`config.mk`:
```
export PLATFORM = sky130hd
export DESIGN_NAME = asm_datapath
export DESIGN_NICKNAME = d
export VERILOG_FILES = /design/src/rtl/asm_datapath.sv
export SDC_FILE = /design/constraint.sdc
export NUM_CORES = 1
export LEC_CHECK = 0
export BUFFER_PORTS_ARGS = -buffer_cell sky130_fd_sc_hd__buf_2
export CORE_UTILIZATION = 49
export DETAILED_ROUTE_END_ITERATION = 6
export PLACE_DENSITY_LB_ADDON = 0.2
export SYNTH_ARGS = -nofsm -noshare
export SYNTH_HDL_FRONTEND = slang
export SYNTH_SLANG_ARGS = --single-unit
```
`constraint.sdc`:
```
create_clock -name CLK -period 2 [get_ports CLK]
set_clock_uncertainty 0.15 [all_clocks]
set_input_delay 0.2 -clock CLK [delete_from_list [all_inputs] [get_ports CLK]]
set_output_delay 0.2 -clock CLK [all_outputs]
set_load 0.05 [all_outputs]
```
`src/rtl/asm_datapath.sv`:
```
// Counter datapath for an ASM chart with T0/T1/T2 one-hot control inputs.
// Non-one-hot control cycles are ignored by the datapath and flagged on a sticky ERR.
module asm_datapath #(
    parameter int WIDTH = 4
) (
    input  logic             CLK,
    input  logic             RST,
    input  logic             S,
    input  logic             T0,
    input  logic             T1,
    input  logic             T2,
    input  logic             ERR_CLR,
    output logic [WIDTH-1:0] A,
    output logic             E,
    output logic             F,
    output logic             Z,
    output logic             X,
    output logic             DONE,
    output logic             ERR,
    output logic [7:0]       CNT
);

    logic [WIDTH-1:0] r_a;
    logic             r_e;
    logic             r_f;
    logic             r_done;
    logic             r_err;
    logic [7:0]       r_cnt;

    logic [WIDTH-1:0] w_a_d;
    logic             w_e_d;
    logic             w_f_d;
    logic             w_done_d;
    logic             w_err_d;
    logic [7:0]       w_cnt_d;

    logic             w_illegal;
    logic             w_start;
    logic             w_inc;
    logic             w_fin;

    assign w_illegal = (T0 & T1) | (T0 & T2) | (T1 & T2);
    assign w_start   = ~w_illegal & T0 & S;
    assign w_inc     = ~w_illegal & T1;
    assign w_fin     = ~w_illegal & T2;

    always_comb begin
        w_a_d    = r_a;
        w_e_d    = r_e;
        w_f_d    = r_f;
        w_cnt_d  = r_cnt;
        w_done_d = 1'b0;

        if (w_start) begin
            w_a_d   = '0;
            w_f_d   = 1'b0;
            w_cnt_d = 8'd0;
        end

        if (w_inc) begin
            // E captures the bit before the increment takes effect
            w_e_d   = r_a[WIDTH-2];
            w_a_d   = r_a + {{(WIDTH-1){1'b0}}, 1'b1};
            w_cnt_d = (r_cnt == 8'hFF) ? r_cnt : r_cnt + 8'd1;
        end

        if (w_fin) begin
            w_f_d    = 1'b1;
            // Pulse only on the 0->1 transition of F
            w_done_d = ~r_f;
        end
    end

    always_comb begin
        w_err_d = r_err;
        if (w_illegal) begin
            w_err_d = 1'b1;
        end else if (ERR_CLR) begin
            w_err_d = 1'b0;
        end
    end

    always_ff @(posedge CLK or posedge RST) begin
        if (RST) begin
            r_a    <= '0;
            r_e    <= 1'b0;
            r_f    <= 1'b0;
            r_done <= 1'b0;
            r_err  <= 1'b0;
            r_cnt  <= 8'd0;
        end else begin
            r_a    <= w_a_d;
            r_e    <= w_e_d;
            r_f    <= w_f_d;
            r_done <= w_done_d;
            r_err  <= w_err_d;
            r_cnt  <= w_cnt_d;
        end
    end

    assign A    = r_a;
    assign E    = r_e;
    assign F    = r_f;
    assign DONE = r_done;
    assign ERR  = r_err;
    assign CNT  = r_cnt;
    assign Z    = r_a[WIDTH-2];
    assign X    = r_a[WIDTH-1];

endmodule

```
# Yosys cells after proc, flatten, opt, wreduce, memory -nomap -nowiden
# Cells that the tools add are included.
# W data, S select, Z words.
word_totals:
  input_bits: 7
  word_cells: 35
  reg_bits: 16
classes:
  mux: 10
  bitwise: 11
  add_sub_neg: 2
  eq_ne: 2
  n_reduce_logical: 4
ops:
  columns: ["op", "count"]
  rows:
  - ["$mux W8", 3]
  - ["$add A8 B1 Y8 const B", 1]
  - ["$eq A8 B8 Y1 const B", 1]
  - ["$mux W4", 2]
  - ["$and A1 B1 Y1", 7]
  - ["$reduce_bool A2 Y1", 3]
  - ["$mux W1", 5]
  - ["$add A4 B1 Y4 const B", 1]
  - ["$ne A2 B2 Y1 const B", 1]
  - ["$not A1 Y1", 2]
  - ["$or A1 B1 Y1", 2]
  - ["$reduce_and A2 Y1", 1]

# Logic depth before layout (Yosys ltp)
depth:
  ltp_word: 8
  mapped_depth: 6

# Worst setup path before layout
# Ideal clock, no wire load.
synth_timing:
  kind: "reg2reg"
  startpoint: "reg r_cnt[0] (netlist: CNT[0])"
  endpoint: "reg r_cnt[2] (netlist: CNT[2])"
  path_buffers: 0
  stages_incl_launch_ff: 6
  required_time_ns: 1.772
  path_slack_ns: 0.091
  arrival_ns: 1.682
  period_less_slack_ns: 1.909
  path_cell_list: "dfrtp_1 -> ha_1 -> and4_1 -> nand2_1 -> a31o_2 -> a21oi_1"
synth_via:
  elab_chain_cells: 3
  elab_cells_between_ends: 6
  classes_between: "add/sub: 1; eq/ne: 2; mux: 2; reduce/logical: 1"
synth_rtl:
  columns: ["element", "line", "source"]
  rows:
  - ["start: declaration", "28", "logic [7:0] r_cnt;"]
  - ["start signal: assignment", "97", "r_cnt <= w_cnt_d;"]
  - ["$add A8 B1 Y8 or $eq A8 B8 Y1 (tied branches)", "64", "w_cnt_d = (r_cnt == 8'hFF) ? r_cnt : r_cnt + 8'd1;"]
  - ["$mux W8 or $ne A2 B2 Y1 (tied branches)", null, null]
  - ["$mux W8 or $reduce_and A2 Y1 (tied branches)", null, null]
# Several ways; a longest one is shown, not always the timed one. The select of a mux whose other input is x is not followed.
# A chain may end at the register's enable or synchronous reset.

# Final worst setup path
# Ends and elaborated chain as after synthesis.

==> reports/results.txt <==
TritonCTS built the clock tree. Once layout is done, the placed cells without fillers occupy 970.9 um2. For the remaining antenna violation count, the log shows 0.

The tools report the via count of the first global-routing pass as 652. The biggest area contributor in the post-synthesis netlist is sky130_fd_sc_hd__dfrtp_1. The fraction of synthesized cell area in xor and xnor cells is 0.01074. Routability-driven placement finished with a final weighted congestion of 0.7811. The worst register-to-register path has a setup slack of 230 ps. Area overhead of the layout relative to synthesis: 19.02%. The maximum achievable frequency was 565.2 MHz; the minimum clock period after layout was 1769 ps. The width of the chip came out at 42.80 um.

Adder and majority cell fraction of the synthesized area: 0.03067. At the pin with the least slew margin, the transition time is 636.7 ps. Sorting the synthesized cells by how often they occur yields sky130_fd_sc_hd__dfrtp_1 (16), sky130_fd_sc_hd__a21oi_1 (11), sky130_fd_sc_hd__nand2_1 (11).

The signal on the critical path passes through ha_1 -> and4_1 -> nand2_1 -> a31o_2 -> a21oi_1. The tools report the startpoint class of the critical path as a flip-flop. The run gives -1.203 ps as the minimum hold slack.

The final clock period utilization by the worst path was 0.8847. The clock transition at the registers of the reported paths is 90 ps. The highest fanout seen on the critical path was 6. Data on the critical path is required at its endpoint by 2060 ps. The cell count after synthesis came out at 85. The first routing iteration left 12 violations. VDD sags by at most 0.5713 mV. Before antenna repair, the detailed router went through 4 iterations. The share of cells above drive strength 1 was 0.2909; the number of antenna violations at the first check in global routing was 0. The floorplan has 14 rows. After detailed routing, the average wire length per cell comes to 14.48 um. The residual overflow from global routing is 0. The count of endpoints failing hold in the final timing report is 1. For the sequential share of power, the log shows 0.455. Synthesis inferred 16 register bits. Cell internal power was estimated by the tool at 516.4 uW.

STA puts the critical path data arrival time at 1830 ps. The logs give 0.5353 for the initial core utilization and 736 for the via count. The logs give 16 for the CTS sink count and 928.4 um2 for the area of placed instances. The share of synthesized flip-flops with an asynchronous set or reset works out to 1.000. The number of pins exceeding their max-slew limit in the final report is 0.

The root buffer cell chosen for the clock tree is sky130_fd_sc_hd__clkbuf_4. The flow ran to the end, but the final reports show violations. The largest net degree at the start of global routing was 17; the area of the mapped netlist was 815.8 um2.

The TritonCTS buffer count was 3; the mean post-synth cell area was 9.597 um2. By area, the combinational part of the netlist is dominated by compound AO/OA/AOI/OAI gates. The leading cell type by number of instances after synthesis is sky130_fd_sc_hd__dfrtp_1.

The class of the most critical setup path is reg -> reg. The standby leakage power was 0.0004986 uW; the via density per instance was 5.841. The most used flip-flop cell after synthesis is sky130_fd_sc_hd__dfrtp_1.

The number of library cell types mapped by synthesis was 29. Maximum clock path buffer count: 2. The cell with the largest stage delay on the worst path was sky130_fd_sc_hd__dfrtp_1. Setup repair after global routing left no endpoint under its margin. Relative slew slack: 0.5751. Once detailed placement completed, the half-perimeter wirelength came to 1.165 mm. The fraction of power consumed by the clock network is 0.187. The post-synthesis simple-gate area fraction came out at 0.1595. Max-cap violations in this run came to 0.

In the routed design, unresolved DRC markers number 0. The worst hold path belongs to the class in -> reg. The global router's overall resource usage came out at 0.2228. The count of endpoints failing setup in the final report is 0. The floorplan step defined a core boundary enclosing 0.001524 mm2. The checks that failed: negative hold slack. By area the synthesized netlist is led by sky130_fd_sc_hd__dfrtp_1 (49%), sky130_fd_sc_hd__a21oi_1 (6.7%), sky130_fd_sc_hd__nand2_1 (5.1%), sky130_fd_sc_hd__o21ai_0 (4.3%), sky130_fd_sc_hd__a31o_2 (3.2%). The switching part of the total power was 0.4296; the CTS H-tree depth was 1.

The tools report the number of nets in the layout as 121. During placement, the flow inserted port buffers numbering 24. Counting flops with a built-in enable in the synthesized netlist gives 0.

The wire length of the first global-routing pass is 3.063 mm. The depth of the worst register-to-register path is 5, and the compound-cell area share of the yosys netlist is 0.2607. The fraction of the yosys area taken by sequential cells was 0.4908; the total wire length after detailed routing was 1.824 mm.

The Yosys step of the flow raised 0 warnings. The latest clock arrival within the worst-skew pair is 280 ps. 25 I/O pins were placed. The full die area is 0.001832 mm2.

For this run, the slowest stage of the critical path takes 450 ps. The share of cell area taken by muxes after synthesis came out at 0. Power per cell area: 932.4 mW/mm2. The kind of capture point of the worst setup path was a flip-flop. The worst hold path depth came out at 2.

The proportion of netlist area held by the largest area contributor was 0.4908; the net switching component of the power was 388.9 uW. The floorplan step set the die height to 42.80 um. The logic gate share of total power is 0.358.

Final total negative setup slack: 0 ps. The number of antenna diodes in the final layout is 0. The number of nets handed over by synthesis was 94.
==> worst max-delay path, delay by kind of cell (launching register included) <==
kind            cells  cell delay [ps]
flops               1              450
compound gates      2              410
simple gates        2              410
fa+ha+maj           1              270
==> cells in the final DEF, fill, tap and decap left out <==
master and count:
sky130_fd_sc_hd__buf_2 24, sky130_fd_sc_hd__dfrtp_1 16, sky130_fd_sc_hd__nand2_1 11, sky130_fd_sc_hd__a21oi_1 11
sky130_fd_sc_hd__o21ai_0 7, sky130_fd_sc_hd__nor2_1 4, sky130_fd_sc_hd__a31o_2 3, sky130_fd_sc_hd__nand3_1 3
sky130_fd_sc_hd__inv_1 3, sky130_fd_sc_hd__clkbuf_4 3, sky130_fd_sc_hd__a22o_1 2, sky130_fd_sc_hd__a41oi_1 2
sky130_fd_sc_hd__a21o_1 2, sky130_fd_sc_hd__ha_1 2, sky130_fd_sc_hd__dlygate4sd3_1 2, sky130_fd_sc_hd__nand2b_1 1
sky130_fd_sc_hd__nor2_2 1, sky130_fd_sc_hd__and4_1 1, sky130_fd_sc_hd__and3_1 1, sky130_fd_sc_hd__or3b_1 1
sky130_fd_sc_hd__nand3b_1 1, sky130_fd_sc_hd__a21oi_2 1, sky130_fd_sc_hd__a32o_1 1, sky130_fd_sc_hd__nand4_1 1
sky130_fd_sc_hd__o31ai_1 1, sky130_fd_sc_hd__a31oi_1 1, sky130_fd_sc_hd__nor4b_1 1, sky130_fd_sc_hd__o22ai_1 1
sky130_fd_sc_hd__xor2_1 1, sky130_fd_sc_hd__a211oi_1 1
==> cell families after synthesis <==
kind of cell / after synthesis
flops: 16
fa+ha+maj: 2
xor+xnor: 1
compound gates: 33
buf+inv: 7
simple gates: 26
==> metal layers <==
layer / global-route usage / vias up / share of wire
li1: - / 362 / -
met1: 0.3052 / 341 / 0.45
met2: 0.3515 / 28 / 0.49
met3: 0.02979 / 5 / 0.042
met4: 0.09375 / 0 / 0.019
met5: 0 / - / 0
==> path summary, 6_finish.rpt <==
path                               end  startpoint
worst max-delay path            CNT[2]      CNT[0]
worst max register to register  CNT[2]      CNT[0]
worst min-delay path                 F          T0
min in group asynchronous         DONE         RST
worst min register to register       E           E
max in group asynchronous       CNT[1]         RST
==> state kept, by name (all words and copies together) (netlist names) <==
| register | flops |
|---|---|
| A | 4 |
| CNT | 8 |
| E | 1 |
| ERR | 1 |
| F | 1 |
| DONE | 1 |
==> repair_timing <==
| item | CTS | global route |
|---|---|---|
| hold endpoints to repair | 17 | 0 |
| resized for setup | 0 | 0 |
| hold buffers | 2 | 0 |
| buffers inserted | 0 | 0 |
==> power by group through the flow <==
stage / logic, uW / clock network (uW) / registers [uW]
3_5_place_dp: 321 / 0 / 418
2_1_floorplan: 109 / 0 / 559
5_1_grt: 346 / 178 / 420
3_3_place_gp: 317 / 0 / 415
6_report: 324 / 169 / 412
4_1_cts: 325 / 168 / 411
==> through the flow <==
stage / hold slack [ps] / util / instances / setup slack (ps) / power [uW]
after global routing: 6.267 / 0.6371 / 126 / 95.15 / 944.0
after CTS: 3.414 / 0.6371 / 126 / 249.6 / 903.7
after floorplan: -36.26 / - / 85 / 90.71 / 667.8
after detailed placement: 155.3 / 0.6092 / 121 / 279.6 / 738.7
after global placement: 155.3 / 0.6092 / 121 / 364.5 / 732.2
final: -1.203 / 0.6371 / 126 / 230.6 / 905.3
==> final cells by class <==
cell class / count / area (um2)
repair buffers: 26 / 140.1
inverters: 3 / 11.26
fillers: 137 / 553.0
flip-flops and latches: 16 / 400.4
clock buffers: 3 / 22.52
multi-input cells: 62 / 376.6
well taps: 16 / 20.02
(Power assumes the default switching activity.)
